## config.mk

```make
export PLATFORM = sky130hd
export DESIGN_NAME = jt5205_adpcm_mc
export DESIGN_NICKNAME = d
export VERILOG_FILES = /design/src/rtl/jt5205_adpcm_mc.sv
export SDC_FILE = /design/constraint.sdc
export NUM_CORES = 1
export LEC_CHECK = 0
export BUFFER_PORTS_ARGS = -buffer_cell sky130_fd_sc_hd__buf_2
export CAP_MARGIN = 25
export CORE_UTILIZATION = 30
export DETAILED_ROUTE_END_ITERATION = 8
export SLEW_MARGIN = 20
export SYNTH_ARGS = -nofsm -noshare
export SYNTH_HDL_FRONTEND = slang
export SYNTH_SLANG_ARGS = --single-unit
```

## constraint.sdc

```tcl
create_clock -name clk -period 4.1 [get_ports clk]
set_input_delay 0.615 -clock clk [delete_from_list [all_inputs] [get_ports clk]]
set_output_delay 0.615 -clock clk [all_outputs]
set_load 0.03 [all_outputs]
```

## src/rtl/jt5205_adpcm_mc.sv

```systemverilog
// Multi-channel OKI MSM5205-style ADPCM decoder. One serial shift-add datapath
// is time-shared across CHANNELS nibble streams; 4-bit or 3-bit sample modes.
module jt5205_adpcm_mc #(
  parameter int unsigned CHANNELS = 2,
  parameter int unsigned OUT_W    = 12,
  parameter bit          SATURATE = 1'b1
) (
  input  logic                      clk,
  input  logic                      rst_n,
  input  logic                      cen_hf,
  input  logic                      cen_lo,
  input  logic                      mode4,
  input  logic [4*CHANNELS-1:0]     din,
  input  logic [CHANNELS-1:0]       chan_rst,
  output logic [OUT_W*CHANNELS-1:0] sound,
  output logic                      busy,
  output logic                      overrun
);

  localparam int unsigned CH_W  = (CHANNELS > 1) ? $clog2(CHANNELS) : 1;
  localparam int unsigned IDX_W = 6;
  localparam int unsigned D_W   = 11;
  localparam int unsigned Q_W   = 12;
  // Two guard bits: |acc| + q_max can exceed the OUT_W+1 signed range.
  localparam int unsigned SUM_W = OUT_W + 2;
  localparam logic [IDX_W-1:0] IDX_MAX = IDX_W'(48);

  typedef enum logic [1:0] {ST_IDLE, ST_LOAD, ST_ADD, ST_UPDATE} state_t;

  state_t                  state_q, state_d;
  logic [CH_W-1:0]         ch_q;
  logic [D_W-1:0]          d_q;
  logic [Q_W-1:0]          q_q;
  logic [2:0]              sr_q;
  logic [1:0]              cnt_q;
  logic [4*CHANNELS-1:0]   din_q;
  logic                    mode_q;
  logic signed [OUT_W-1:0] acc_q [CHANNELS];
  logic [IDX_W-1:0]        idx_q [CHANNELS];

  logic                    tick_c;
  logic                    upd_c;
  logic [3:0]              nib_c;
  logic                    sign_c;
  logic [2:0]              mag_c;
  logic signed [7:0]       adj_c;
  logic [D_W-1:0]          delta_c;
  logic signed [OUT_W-1:0] acc_cur_c;
  logic signed [SUM_W-1:0] acc_ext_c;
  logic signed [SUM_W-1:0] q_ext_c;
  logic signed [SUM_W-1:0] sum_c;
  logic signed [OUT_W-1:0] acc_nx_c;
  logic signed [7:0]       idx_sum_c;
  logic [IDX_W-1:0]        idx_nx_c;

  // Step-size table, 49 entries; indices above 48 are never reached.
  function automatic logic [D_W-1:0] delta_lut(input logic [IDX_W-1:0] i);
    case (i)
      6'd0:  delta_lut = 11'd16;   6'd1:  delta_lut = 11'd17;   6'd2:  delta_lut = 11'd19;
      6'd3:  delta_lut = 11'd21;   6'd4:  delta_lut = 11'd23;   6'd5:  delta_lut = 11'd25;
      6'd6:  delta_lut = 11'd28;   6'd7:  delta_lut = 11'd31;   6'd8:  delta_lut = 11'd34;
      6'd9:  delta_lut = 11'd37;   6'd10: delta_lut = 11'd41;   6'd11: delta_lut = 11'd45;
      6'd12: delta_lut = 11'd50;   6'd13: delta_lut = 11'd55;   6'd14: delta_lut = 11'd60;
      6'd15: delta_lut = 11'd66;   6'd16: delta_lut = 11'd73;   6'd17: delta_lut = 11'd80;
      6'd18: delta_lut = 11'd88;   6'd19: delta_lut = 11'd97;   6'd20: delta_lut = 11'd107;
      6'd21: delta_lut = 11'd118;  6'd22: delta_lut = 11'd130;  6'd23: delta_lut = 11'd143;
      6'd24: delta_lut = 11'd157;  6'd25: delta_lut = 11'd173;  6'd26: delta_lut = 11'd190;
      6'd27: delta_lut = 11'd209;  6'd28: delta_lut = 11'd230;  6'd29: delta_lut = 11'd253;
      6'd30: delta_lut = 11'd279;  6'd31: delta_lut = 11'd307;  6'd32: delta_lut = 11'd337;
      6'd33: delta_lut = 11'd371;  6'd34: delta_lut = 11'd408;  6'd35: delta_lut = 11'd449;
      6'd36: delta_lut = 11'd494;  6'd37: delta_lut = 11'd544;  6'd38: delta_lut = 11'd598;
      6'd39: delta_lut = 11'd658;  6'd40: delta_lut = 11'd724;  6'd41: delta_lut = 11'd796;
      6'd42: delta_lut = 11'd876;  6'd43: delta_lut = 11'd963;  6'd44: delta_lut = 11'd1060;
      6'd45: delta_lut = 11'd1166; 6'd46: delta_lut = 11'd1282; 6'd47: delta_lut = 11'd1411;
      default: delta_lut = 11'd1552;
    endcase
  endfunction

  // Decode the current channel's nibble and form the next acc/idx values.
  always_comb begin
    tick_c = cen_hf & ~cen_lo;
    upd_c  = tick_c & (state_q == ST_UPDATE);
    nib_c  = din_q[{ch_q, 2'b00} +: 4];
    if (mode_q) begin
      sign_c = nib_c[3];
      mag_c  = nib_c[2:0];
    end else begin
      sign_c = nib_c[2];
      mag_c  = {nib_c[1:0], 1'b0};
    end
    adj_c = -8'sd1;
    if (mag_c[2]) begin
      if (mode_q) adj_c = $signed({5'd0, mag_c[1:0], 1'b0}) + 8'sd2;
      else        adj_c = mag_c[1] ? 8'sd4 : 8'sd2;
    end
    delta_c   = delta_lut(idx_q[ch_q]);
    acc_cur_c = acc_q[ch_q];
    acc_ext_c = {{(SUM_W-OUT_W){acc_cur_c[OUT_W-1]}}, acc_cur_c};
    q_ext_c   = {{(SUM_W-Q_W){1'b0}}, q_q};
    sum_c     = sign_c ? (acc_ext_c - q_ext_c) : (acc_ext_c + q_ext_c);
    if (SATURATE && (sum_c[SUM_W-1:OUT_W-1] != '0) && (sum_c[SUM_W-1:OUT_W-1] != '1))
      acc_nx_c = sum_c[SUM_W-1] ? {1'b1, {(OUT_W-1){1'b0}}} : {1'b0, {(OUT_W-1){1'b1}}};
    else
      acc_nx_c = sum_c[OUT_W-1:0];
    idx_sum_c = $signed({2'b00, idx_q[ch_q]}) + adj_c;
    if (idx_sum_c < 8'sd0)       idx_nx_c = '0;
    else if (idx_sum_c > 8'sd48) idx_nx_c = IDX_MAX;
    else                         idx_nx_c = idx_sum_c[IDX_W-1:0];
  end

  // Next-state logic: cen_lo restarts the sweep, cen_hf advances it.
  always_comb begin
    state_d = state_q;
    if (cen_lo) begin
      state_d = ST_LOAD;
    end else if (cen_hf) begin
      case (state_q)
        ST_IDLE:   state_d = ST_IDLE;
        ST_LOAD:   state_d = ST_ADD;
        ST_ADD:    if (cnt_q == 2'd1) state_d = ST_UPDATE;
        ST_UPDATE: state_d = (ch_q == CH_W'(CHANNELS-1)) ? ST_IDLE : ST_LOAD;
        default:   state_d = ST_IDLE;
      endcase
    end
  end

  // State register with registered busy/overrun flags.
  always_ff @(posedge clk or negedge rst_n) begin
    if (!rst_n) begin
      state_q <= ST_IDLE;
      busy    <= 1'b0;
      overrun <= 1'b0;
    end else begin
      state_q <= state_d;
      busy    <= (state_d != ST_IDLE);
      overrun <= cen_lo & (state_q != ST_IDLE);
    end
  end

  // Sample latch, output update and shift-add multiplier.
  always_ff @(posedge clk or negedge rst_n) begin
    if (!rst_n) begin
      ch_q   <= '0;
      d_q    <= '0;
      q_q    <= '0;
      sr_q   <= '0;
      cnt_q  <= '0;
      din_q  <= '0;
      mode_q <= 1'b0;
      sound  <= '0;
    end else if (cen_lo) begin
      ch_q   <= '0;
      din_q  <= din;
      mode_q <= mode4;
      for (int n = 0; n < CHANNELS; n++) sound[OUT_W*n +: OUT_W] <= acc_q[n];
    end else if (cen_hf) begin
      case (state_q)
        ST_LOAD: begin
          d_q   <= delta_c;
          q_q   <= mode_q ? Q_W'(delta_c >> 3) : Q_W'(delta_c >> 2);
          sr_q  <= mag_c;
          cnt_q <= mode_q ? 2'd3 : 2'd2;
        end
        ST_ADD: begin
          if (sr_q[2]) q_q <= q_q + Q_W'(d_q);
          d_q   <= d_q >> 1;
          sr_q  <= {sr_q[1:0], 1'b0};
          cnt_q <= cnt_q - 2'd1;
        end
        ST_UPDATE: ch_q <= ch_q + CH_W'(1);
        default: ;
      endcase
    end
  end

  // Per-channel predictor state; chan_rst wins over a same-cycle update.
  always_ff @(posedge clk or negedge rst_n) begin
    if (!rst_n) begin
      for (int n = 0; n < CHANNELS; n++) begin
        acc_q[n] <= '0;
        idx_q[n] <= '0;
      end
    end else begin
      for (int n = 0; n < CHANNELS; n++) begin
        if (chan_rst[n]) begin
          acc_q[n] <= '0;
          idx_q[n] <= '0;
        end else if (upd_c && (ch_q == CH_W'(n))) begin
          acc_q[n] <= acc_nx_c;
          idx_q[n] <= idx_nx_c;
        end
      end
    end
  end

endmodule
```

==> results of run 1 <==
synthesized netlist by cell type, drive strengths merged, types with 7 or more instances:
cell    instances
nor3           14
nand2          82
ha             42
nand2b         12
a211oi         13
inv            26
xor2            9
a21oi          58
dfrtp         102
xnor2          24
nor2           81
and3            7
mux2           44
buf            11
mux2i          24
a31oi           7
clkbuf         22
o21ai          67
nor2b           8
a22o            9
nand3           7
final timing paths:
path / from / end / slack (ps) / cells after the start
worst min-delay path: rst_n / idx_q[3] / 300 / 1
worst max register to register: ch_q / acc_q[3] / 320 / 13
max in group asynchronous: rst_n / acc_q[16] / 3000 / 2
min in group clk: din[2] / din_q[2] / 480 / 2
worst min register to register: acc_q[4] / acc_q[4] / 500 / 2
worst max-delay path: ch_q / acc_q[3] / 320 / 13
critical path: stages (launching register included):
cell and delay (ps):
sky130_fd_sc_hd__dfrtp_1 420, sky130_fd_sc_hd__mux4_2 680, sky130_fd_sc_hd__mux2_2 360, sky130_fd_sc_hd__inv_1 60
sky130_fd_sc_hd__ha_1 210, sky130_fd_sc_hd__nor2b_1 150, sky130_fd_sc_hd__o2111ai_2 180, sky130_fd_sc_hd__a21bo_1 150
sky130_fd_sc_hd__a31oi_1 110, sky130_fd_sc_hd__or4_1 460, sky130_fd_sc_hd__and3_4 220, sky130_fd_sc_hd__o21ai_2 210
sky130_fd_sc_hd__nand2_1 260, sky130_fd_sc_hd__o21ai_0 220
state kept, by name, summed over array words and instances (netlist names):
register	count
mode_q	1
sound	24
q_q	12
overrun	1
acc_q	24
idx_q	12
busy	1
cnt_q	2
d_q	11
ch_q	1
din_q	8
sr_q	3
state_q	2
routing by layer:
metal / wire length, µm / up-vias
met5: 0 / -
met2: 7830 / 165
li1: - / 2762
met3: 798 / 19
met4: 258 / 0
met1: 8489 / 2697
stage by stage:
step                instances  worst slack [ps]  utilization, %  hold slack [ps]
global placement         1056             321.3           33.44            474.9
global route             1074             15.38           35.19            354.5
detailed placement       1056             213.7           33.44            486.1
finish                   1074             321.7           35.19            296.7
CTS                      1072             172.2           34.98            472.8
floorplan                 751             194.7               -            319.4
layout make-up:
| class | instances | area (µm²) | share of cell area (%) |
|---|---|---|---|
| repair buffers | 60 | 372.9 | 4.796 |
| well taps | 280 | 350.3 | 4.507 |
| multi-input cells | 589 | 4056 | 52.18 |
| flip-flops and latches | 102 | 2552 | 32.83 |
| inverters | 27 | 101.3 | 1.304 |
| clock buffers | 10 | 239.0 | 3.074 |
| clock inverters | 6 | 101.3 | 1.304 |
timing repair:
| action | 4_1_cts | 5_1_grt |
|---|---|---|
| endpoints found under the setup margin | 0 | 24 |
| buffers inserted | 0 | 1 |
| gates resized for setup | 0 | 2 |
power breakdown:
part           internal [W]  switching (W)
clock              0.000562       0.000422
sequential          0.00107      0.0000715
combinational      0.000354       0.000498
cell families (layout without fill, tap and decap cells):
group	count (synthesis)	count (layout)	share of synthesized area [%]
and+or+nand+nor	232	232	15.50
buffers and inverters	60	103	3.495
muxes	70	70	11.58
xor gates and xnor gates	33	33	4.227
AOI/OAI and AO/OA	209	209	19.30
adders and majority gates	45	45	8.564
DFF	102	102	37.33
==> summary.md, run 1 <==
For the share of synthesized area occupied by flip-flops and latches, the log shows 37.33%. The worst hold path belongs to the class in -> async. The total power density per cell area came out at 382.8 nW/µm². After synthesis, the mean cell area works out to 9.105 µm². The area growth from synthesis to layout is 13.69%. Global routing consumed, over all layers together, 15.39% of the routing resources. After clock tree synthesis, the clock-pin slew on the worst setup and hold paths is 70 ps. After filler insertion, the fill cell instance count of the layout stands at 2234. Derived from the worst setup path, the maximum achievable clock frequency is 264.7 MHz. The setup path with the least slack is of type reg -> reg.

The logs give 0 for the final number of setup-violating endpoints and 30.95% for the effective utilization at floorplan. Leakage power: 3.576 nW. The setup TNS is 0 ps. The critical path data required time was 4380 ps; the remaining antenna violation count was 0. The net count after synthesis is 811. The library cell used most frequently in the layout, excluding fill and tap cells, is sky130_fd_sc_hd__dfrtp_1. The final global-route overflow total was 0; the combined area of all synthesized cells was 6838 µm².

By area the synthesized netlist is led by sky130_fd_sc_hd__dfrtp_1, sky130_fd_sc_hd__ha_1, sky130_fd_sc_hd__mux2_2. Headroom to the max-slew limit came out at 49.32%. TritonCTS built the clock tree. Global routing consumed, on the met1 layer, 21.49% of the routing resources. Global routing consumed, on the met2 layer, 24.77% of the routing resources.

The clock sink count is 102. For the pin with the worst max-slew slack, the measured transition is 760.2 ps. The site row count came out at 54. The number of antenna violations at the first check in global routing is 0, and the share of Yosys cell area claimed by the top area cell type is 37.33%. Dividing the detail-routed wire length by the instance count gives 16.18 µm.

Among all flip-flop cells after synthesis, the most frequent one is sky130_fd_sc_hd__dfrtp_1. The first TritonRoute pass finished after 6 iterations. The first global-routing pass estimated 28880 µm of wire. The final period utilization is 92.15%, and the hold buffer count at CTS is 0.

The flip-flop and latch count after synthesis works out to 102. The final route contains 5643 vias. In this run the vertical extent of the chip is 153.0 µm.

The tool flagged a number of max-cap violations equal to 0. The count of H-tree levels built during CTS is 3. The final layout contains routed wiring with a total length of 17380 µm.

The count of synthesis-stage warnings from yosys was 0; the horizontal extent of the die was 153.0 µm. With fillers left out, the area of the finished cells amounts to 7774 µm². STA puts the critical path data arrival time at 4060 ps. The library cell occupying the most area in the post-synthesis netlist was sky130_fd_sc_hd__dfrtp_1. The via count of the first global-routing pass was 5414; the CTS buffer count was 9.

The run gives 7388 µm² as the cell area after placement. Along the worst path, the maximum fanout reaches 13. The endpoint type of the worst setup path was a flip-flop.

Cell at the root of the clock tree: sky130_fd_sc_hd__clkbuf_16. The flow ran to the end, and the final reports show no timing, DRC or antenna violations. Cells with a size suffix above 1 make up 18.01% of the layout. The total power is 0.002976 W.

Element type at the critical path start: a flip-flop. Counting I/O delays and the setup requirement, the final critical path takes 3778 ps. The final count of pins violating max slew was 0; the count of input and output buffers was 40. For the total count of hold-check failures in the final report, the log shows 0.

The core region is 22090 µm². The logs give 751 for the synthesized instance count and 0 for the number of antenna cells inserted. IR analysis of the VDD net gives a maximum drop of 0.2281 mV.

For the maximum number of buffers from clock root to sink, the log shows 2. The unique cell type count in the Yosys netlist is 68. The number of synthesized flops with an enable pin is 0, and the floorplan die area is 23400 µm². The first routing iteration left 542 violations.

Setup repair after global routing left no endpoint under its margin. The via density per instance is 5.254, and the share of flip-flops with an asynchronous set or reset after synthesis is 100.0%. In the global route stage, met3 resource usage came out at 2.126%.

The number of design rule violations left after detail routing was 0; the total I/O pin count was 41. Leaving out fill and tap cells, the most frequent cells in the layout are sky130_fd_sc_hd__dfrtp_1, sky130_fd_sc_hd__nand2_1, sky130_fd_sc_hd__nor2_1. The final layout contains 849 nets. The congestion estimate from routability-driven global placement came to 0.9077. The logs give 12.09 ps for the final setup skew and 81 for the pin count of the biggest net entering global routing. At the later pin of the worst-skew pair, clock insertion delay measures 360 ps. The most utilized layer in the global route result was met2.

The half-perimeter wire length after detailed placement is 13010 µm.
Note: power is estimated with default switching activity, not from simulation.
==> inputs of run 2 (changes only) <==
ABC_AREA = 1   (was not set)
==> run 2 against run 1 <==
Critical path depth increased by 9. Flip-flop and latch count unchanged. Final cell count increased by 33%. Synthesized cell count increased by 43%. Die area increased by 5.9%. Sequential share of layout area decreased by 1.3 points. Critical path type unchanged. First-iteration DRC count decreased by 25%. Routed wire length increased by 12%. Setup slack improved by 230 ps. Maximum frequency increased by 6.5%. Non-clock buffer count decreased by 4.
==> summary.md, run 2 <==
Share of flip-flops with an asynchronous set or reset after synthesis: 100.0% (unchanged). The leakage power is 4.443 nW (+24%), and the slew at the pin with the worst max-slew slack is 945.5 ps (+185.4 ps). The final setup skew is 10.86 ps (-1.230 ps), and the peak ir drop on the vdd network is 0.2277 mV (-0.16%).

Average cell area after synthesis: 6.765 µm² (-26%). The tightest min-delay check is of the in -> async type. The floorplan die area was 24780 µm² (+5.9%).

The number of design rule violations left after detail routing came out at 0 (unchanged). Count of input and output buffers: 40 (unchanged). Register area: 2552 µm² (unchanged).

In this run the worst setup path begins at q_q[1]. The headroom to the max-slew limit was 36.90% (-12 points); the number of placed cells counting well taps was 1411 (+34%). The share of Yosys cell area claimed by the top area cell type is 35.23% (-2.1 points), and the number of antenna violations at the first check in global routing is 0 (unchanged). The run gives 6830 (+21%) as the number of vias in the routed layout. The final estimated routing congestion in global placement came out at 0.8879 (-2.2%).

Among all flip-flop cells after synthesis, the most frequent one is sky130_fd_sc_hd__dfrtp_1. The number of standard cells in the final layout excluding fillers was 1428 (+33%); the layout overhead on the synthesized area was 11.81%. The logs give 0 (unchanged) for the final count of pins violating max slew and 41 (unchanged) for the total I/O pin count. The CTS buffer count is 9 (unchanged).

The final number of setup-violating endpoints was 0 (unchanged); the minimum period implied by the final worst setup slack was 3548 ps (-230.3 ps). The run finished with clean final reports. The half-perimeter wire length after detailed placement is 14860 µm (+14%), and the flip-flop and latch count after synthesis is 102 (unchanged). The critical path is of the reg -> reg type. For the fmax, the log shows 281.8 MHz (+6.5%). Clock latency of the later-clocked register in the worst-skew pair: 360 ps (about the same). TritonCTS built the clock tree. The most instantiated library cell after synthesis was sky130_fd_sc_hd__nand2_1. The combined area of all synthesized cells is 7246 µm² (+6.0%).

The library cell used most frequently in the layout, excluding fill and tap cells, is sky130_fd_sc_hd__nand2_1. The post-CTS resize count was 0 (unchanged); the clock sink count was 102 (unchanged). The number of DRC violations after detailed-routing iteration 0 is 409 (-25%). The tools report the pin count of the biggest net entering global routing as 78 (-3.7%). The synthesized design spends more area on one cell type than any other, namely sky130_fd_sc_hd__dfrtp_1.

The logs give 30.69% (-0.26 points) for the effective utilization at floorplan and 35.23% (-2.1 points) for the share of synthesized area occupied by flip-flops and latches. The total non-filler cell area in the finished layout is 8102 µm² (+4.2%), and the via count of the first global-routing pass is 6542 (+21%). For the total count of hold-check failures in the final report, the log shows 0 (unchanged).

The worst setup path is launched from a flip-flop. For the total routing resource utilization after global routing, the log shows 16.57% (+1.2 points). The run gives 3790 ps (-270 ps) as the arrival time at the worst endpoint. The internal reg-to-reg setup slack came out at 550 ps (+230 ps). The logic depth of the worst register-to-register path came out at 22 (+9). The top cell types in the final layout, fill and taps aside, are sky130_fd_sc_hd__nand2_1, sky130_fd_sc_hd__inv_1, sky130_fd_sc_hd__dfrtp_1. The die outline height was 157.4 µm (+2.9%); the number of violations of the max-capacitance limit was 0 (unchanged). The maximum number of buffers from clock root to sink was 2 (unchanged). The logs give 0 (unchanged) for the final global-route overflow total and 1071 (+43%) for the synthesized instance count. The total wirelength of the detailed-routed design is 19420 µm (+12%). The number of synthesized flops with an enable pin is 0 (unchanged).

The largest registers in the layout are acc_q: 24 flops, sound: 24 flops. In this run the worst setup path terminates at acc_q[5]. The share of layout cells above drive strength 1 was 8.386% (-9.6 points); the critical path data required time was 4340 ps (-40 ps). The net count after synthesis was 1131 (+39%); the count of H-tree levels built during CTS was 3 (unchanged). The unique cell type count in the Yosys netlist was 41 (-40%). Yosys attributes the largest share of cell area to sky130_fd_sc_hd__dfrtp_1, sky130_fd_sc_hd__nand2_1, sky130_fd_sc_hd__ha_1.

The run gives 2581 (+16%) as the number of filler cells placed in the layout. The wire length of the first global-routing pass was 32530 µm (+13%); the number of detailed-route iterations in the first pass was 5 (-1). The largest fanout on the critical path is 11 (-2), and the count of synthesis-stage warnings from yosys is 0 (unchanged). In this run the critical register-to-register path is captured at acc_q[5]. STA classifies the critical path endpoint as a flip-flop.

The tools report the worst reg2reg path startpoint as q_q[1]. Core occupancy in the finished layout: 34.31% (-0.88 points). Setup repair after global routing left no endpoint under its margin. The placeable core area is 23610 µm² (+6.9%). The tools report the number of post-CTS setup repair buffers as 0 (unchanged). The total power density per cell area is 407.1 nW/µm² (+6.3%).

The hold buffer count at CTS came out at 0 (unchanged). The total number of nets in the final design is 1164 (+37%). The run gives 0 ps (unchanged) as the setup TNS. The final period utilization came out at 86.54% (-5.6 points). The CTS clock-pin slew for the worst setup and hold paths was 80 ps (about the same).

In the synthesized netlist, the cells that appear most often are sky130_fd_sc_hd__nand2_1, sky130_fd_sc_hd__inv_1, sky130_fd_sc_hd__dfrtp_1, sky130_fd_sc_hd__nand3_1, sky130_fd_sc_hd__o21ai_0. Average routed wire per standard cell: 13.60 µm (-16%). The horizontal extent of the die was 157.4 µm (+2.9%); the cell area after placement was 7786 µm² (+5.4%).

For the area of the multi-input gates, the log shows 4065 µm² (+0.22%). The site row count was 56 (+3.7%). Cell at the root of the clock tree: sky130_fd_sc_hd__clkbuf_16.

The via density per instance is 4.783 (-9.0%), and the number of antenna cells inserted is 0 (unchanged). Remaining antenna violation count: 0 (unchanged).
[run 2: changes by cell type in the layout (fill, tap and decap cells not counted), moves of 13 or more]
| cell | before | now |
|---|---|---|
| sky130_fd_sc_hd__a211oi_1 | 13 | 0 |
| sky130_fd_sc_hd__a21oi_1 | 54 | 39 |
| sky130_fd_sc_hd__inv_1 | 24 | 117 |
| sky130_fd_sc_hd__mux2_2 | 44 | 0 |
| sky130_fd_sc_hd__mux2i_1 | 21 | 1 |
| sky130_fd_sc_hd__nand2_1 | 82 | 425 |
| sky130_fd_sc_hd__nand3_1 | 7 | 99 |
| sky130_fd_sc_hd__nor2_1 | 80 | 50 |
| sky130_fd_sc_hd__xnor2_1 | 24 | 5 |
[run 2: per-layer routing]
metal  global-route usage, %  up-vias  share of wire [%]
met3                   2.285       22                3.7
met5                       0        -                  0
met4                   4.392        0                1.5
met1                   21.56     3163                 48
li1                        -     3490                  -
met2                   28.55      155                 47
[run 2: worst min-delay path by stage]
stage,to,slack (ps),depth (start not counted)
final,sound[1],130,1
after global routing,sound[15],140,1
after CTS,sound[1],450,1
after detailed placement,sound[18],450,2
after global placement,sound[21],450,2
after floorplan,acc_q[0],320,0
[run 2: kinds of logic after synthesis]
logic type	Yosys count	share of synthesized area [%]
buffers and inverters	155	8.669
muxes	1	0.1382
DFF	102	35.23
and+or+nand+nor	599	33.59
AOI/OAI and AO/OA	144	11.17
xor gates and xnor gates	25	3.126
adders and majority gates	45	8.081
[run 2: where the power goes]
part / leakage, nW / switching (W) / internal [W]
combinational: 2.94 / 0.000858 / 0.000410
sequential: 1.36 / 0.0000873 / 0.00110
clock: 0.139 / 0.000420 / 0.000426
[run 2: cell type report]
type,count,area share [%]
clock buffers,9,2.780
clock inverters,7,0.7722
inverters,121,5.606
multi-input cells,814,50.18
flip-flops and latches,102,31.51
well taps,319,4.927
repair buffers,56,4.232
[run 2: critical path: stages, from the launching register on]
cell and delay, ps:
sky130_fd_sc_hd__dfrtp_1 390, sky130_fd_sc_hd__inv_1 180, sky130_fd_sc_hd__ha_1 180, sky130_fd_sc_hd__inv_1 50, sky130_fd_sc_hd__nor3_1 320, sky130_fd_sc_hd__nand3_1 150, sky130_fd_sc_hd__o21ai_0 250, sky130_fd_sc_hd__xor2_1 190
sky130_fd_sc_hd__inv_1 60, sky130_fd_sc_hd__ha_1 380, sky130_fd_sc_hd__nand2_1 90, sky130_fd_sc_hd__inv_1 80, sky130_fd_sc_hd__nand2_1 70, sky130_fd_sc_hd__nor2_1 110, sky130_fd_sc_hd__nand2_1 70, sky130_fd_sc_hd__nand3_1 80
sky130_fd_sc_hd__nand2_1 50, sky130_fd_sc_hd__nand2_1 90, sky130_fd_sc_hd__nand2_1 60, sky130_fd_sc_hd__nand2_1 310, sky130_fd_sc_hd__nand2_1 140, sky130_fd_sc_hd__nand3_1 100, sky130_fd_sc_hd__nand2_1 50
[run 2: through the flow]
stage | hold slack (ps) | total power (W) | worst slack, ps
2_1_floorplan | 319.4 | 0.002138 | 1200
3_3_place_gp | 450.6 | 0.002460 | 512.9
3_5_place_dp | 453.8 | 0.002459 | 531.4
4_1_cts | 449.5 | 0.003312 | 524.0
5_1_grt | 138.0 | 0.003558 | 77.06
6_report | 131.6 | 0.003298 | 552.0
==> inputs of run 3 (changes only) <==
CORE_UTILIZATION = 54   (was 30)
PLACE_DENSITY = 0.75   (was not set)
==> run 3 against run 2 <==
Critical path depth is 5 lower. Critical endpoint is now idx_q[11]. Clock power grew 9.9%. Register-to-register slack got worse by 60 ps. Highest routed layer unchanged. Setup slack got worse by 63 ps. Clock-buffer cell count stayed put. Design area down 2.4%.
==> summary.md, run 3 (synthesis gave the netlist of run 2 again) <==
The run finished with clean final reports. The logs give 0 (unchanged) for the number of antenna violations at the first check in global routing and 0 (unchanged) for the hold buffer count at CTS. The number of vias in the routed layout was 6928 (+1.4%). The core occupancy in the finished layout was 61.65% (+27 points); the clock latency of the later-clocked register in the worst-skew pair was 360 ps (about the same).

The final setup skew is 7.659 ps (-3.198 ps). Clock sink count: 102 (unchanged). The tools report the count of H-tree levels built during CTS as 3 (unchanged). Walking the worst path, the cells encountered are buf_4 > o21ai_1 > inv_1 > nand2_1 > o21ai_0 > ha_1 > nand2_1 > nand3_1 > ha_1 > nand3_1 > nand3_1 > nand3_1 > nand2_1 > xnor2_1 > inv_1 > nand3_1 > o21ai_0. Compared with the post-synthesis result, the final layout area differs by 9.118%. The average routed wire per standard cell came out at 14.58 µm (+7.2%). Via density per instance: 5.429 (+14%).

The floorplan die area came out at 13890 µm² (-44%). The total I/O pin count is 41 (unchanged), and the arrival time at the worst endpoint is 3850 ps (+60 ps). Total routing resource utilization after global routing: 28.71% (+12 points).

Leading cell type in the layout, fill and taps excluded: sky130_fd_sc_hd__nand2_1. The CTS clock-pin slew for the worst setup and hold paths was 80 ps (about the same); the remaining antenna violation count was 0 (unchanged). The number of DRC violations after detailed-routing iteration 0 is 689 (+68%). The path class of the lowest-slack min-delay path was in -> async. The share of layout cells above drive strength 1 was 7.971% (-0.41 points). The via count of the first global-routing pass is 6535 (-0.11%), and the total wirelength of the detailed-routed design is 18600 µm (-4.2%). The total power density per cell area came out at 424.8 nW/µm² (+4.4%). The largest registers in the layout are acc_q: 24 flops, sound: 24 flops. The peak ir drop on the vdd network is 0.3496 mV (+54%), and the delay contributed by the slowest stage of the critical path is 500 ps (+110 ps). The tools report the total power as 0.003359 W (+1.8%). STA classifies the critical path endpoint as a flip-flop. The final period utilization was 88.07% (+1.5 points); the placeable core area was 12820 µm² (-46%). The tools report the fmax as 277.0 MHz (-1.7%). On the critical path, the stage with the largest delay is an instance of sky130_fd_sc_hd__dfrtp_1.

The run gives 0 ps (unchanged) as the setup TNS. The cell at the root of the clock tree was sky130_fd_sc_hd__clkbuf_16. The worst setup path is of the reg -> reg kind.

The final global-route overflow total is 0 (unchanged), and the number of detailed-route iterations in the first pass is 5 (unchanged). For the number of post-CTS setup repair buffers, the log shows 0 (unchanged). The critical path data required time is 4340 ps (about the same). The CTS buffer count was 9 (unchanged); the horizontal extent of the die was 117.8 µm (-25%). The run gives 41 (-27%) as the site row count.

The number of violations of the max-capacitance limit was 0 (unchanged); the slew at the pin with the worst max-slew slack was 927.3 ps (-18.18 ps). For the pin count of the biggest net entering global routing, the log shows 65 (-17%). The final estimated routing congestion in global placement is 0.9536 (+7.4%).

The half-perimeter wire length after detailed placement was 13780 µm (-7.3%); the largest fanout on the critical path was 24 (+13). The maximum number of buffers from clock root to sink is 2 (unchanged), and the wire length of the first global-routing pass is 32210 µm (-1.0%). Effective utilization at floorplan: 56.50% (+26 points).

The number of filler cells placed in the layout is 1202 (-53%). Post-CTS resize count: 0 (unchanged). The most numerous cell type found on the critical path is sky130_fd_sc_hd__nand3_1.

The total number of nets in the final design was 1159 (-0.43%). Setup repair after global routing left no endpoint under its margin. The run gives 0 (unchanged) as the final number of setup-violating endpoints. The number of antenna cells inserted was 0 (unchanged); the count of input and output buffers was 40 (unchanged).

The number of design rule violations left after detail routing is 0 (unchanged), and the headroom to the max-slew limit is 38.11% (+1.2 points). The die outline height came out at 117.8 µm (-25%). The leakage power came out at 4.428 nW (-0.34%). The minimum period implied by the final worst setup slack works out to 3611 ps (+62.70 ps).

STA classifies the critical path startpoint as a flip-flop. The final count of pins violating max slew is 0 (unchanged). The total count of hold-check failures in the final report came out at 0 (unchanged).

TritonCTS built the clock tree. The top cell types in the final layout, fill and taps aside, are sky130_fd_sc_hd__nand2_1, sky130_fd_sc_hd__inv_1, sky130_fd_sc_hd__dfrtp_1.
run 3: cell count changes in the layout (fill, tap and decap cells not counted), sizes merged:
cell / before / now
bufinv: 0 / 1
inv: 125 / 123
clkinv: 2 / 3
buf: 56 / 51
run 3: cell type report:
cell class                      instances  area (µm²)  share of cell area (%)
Tap cell                              172       215.2                   2.722
Clock inverter                          7       101.3                   1.282
Timing Repair Buffer                   51       285.3                   3.608
Sequential cell                       102        2552                   32.28
Clock buffer                            9       225.2                   2.849
Multi-Input combinational cell        814        4073                   51.51
Inverter                              121       454.2                   5.745
run 3: stage by stage:
| step | hold slack, ps | cell area [µm²] | cells | setup WS (ps) |
|---|---|---|---|---|
| 6_report | 296.5 | 7906 | 1276 | 489.3 |
| 5_1_grt | 337.3 | 7906 | 1276 | 108.1 |
| 4_1_cts | 308.2 | 7899 | 1276 | 287.7 |
| 3_5_place_dp | 453.7 | 7572 | 1260 | 337.5 |
| 3_3_place_gp | 448.3 | 7572 | 1260 | 377.3 |
| 2_1_floorplan | 319.4 | 7246 | 1071 | 1200 |
run 3: worst paths after layout:
kind / startpoint / endpoint / slack, ps / cells past startpoint
max: ch_q / idx_q[11] / 490 / 17
max in group asynchronous: rst_n / d_q[8] / 3090 / 2
max reg2reg: ch_q / idx_q[11] / 490 / 17
min in group clk: din[0] / din_q[0] / 460 / 3
min reg2reg: sound[19] / sound[19] / 470 / 2
min: rst_n / sound[20] / 300 / 2
run 3: metal layers:
| layer | global-route usage, % | wire length, µm | vias to the layer above |
|---|---|---|---|
| li1 | - | - | 3471 |
| met1 | 39.01 | 8276 | 3207 |
| met2 | 47.17 | 8888 | 218 |
| met3 | 4.651 | 1002 | 32 |
| met4 | 8.093 | 435 | 0 |
| met5 | 0 | 0 | - |
run 3: power by group:
part,switching (W),internal (W),total [W]
Sequential,0.0000878,0.00110,0.00118
Combinational,0.000847,0.000398,0.00124
Clock,0.000436,0.000495,0.000931
Total,0.00137,0.00199,0.00336
run 3: worst max-delay path, delay by kind of cell (launching register included):
family / cells / cell delay [ps]
and+or+nand+nor: 8 / 810
buffers and inverters: 3 / 580
AOI/OAI and AO/OA: 3 / 550
xor gates and xnor gates: 1 / 330
adders and majority gates: 2 / 710
DFF: 1 / 500
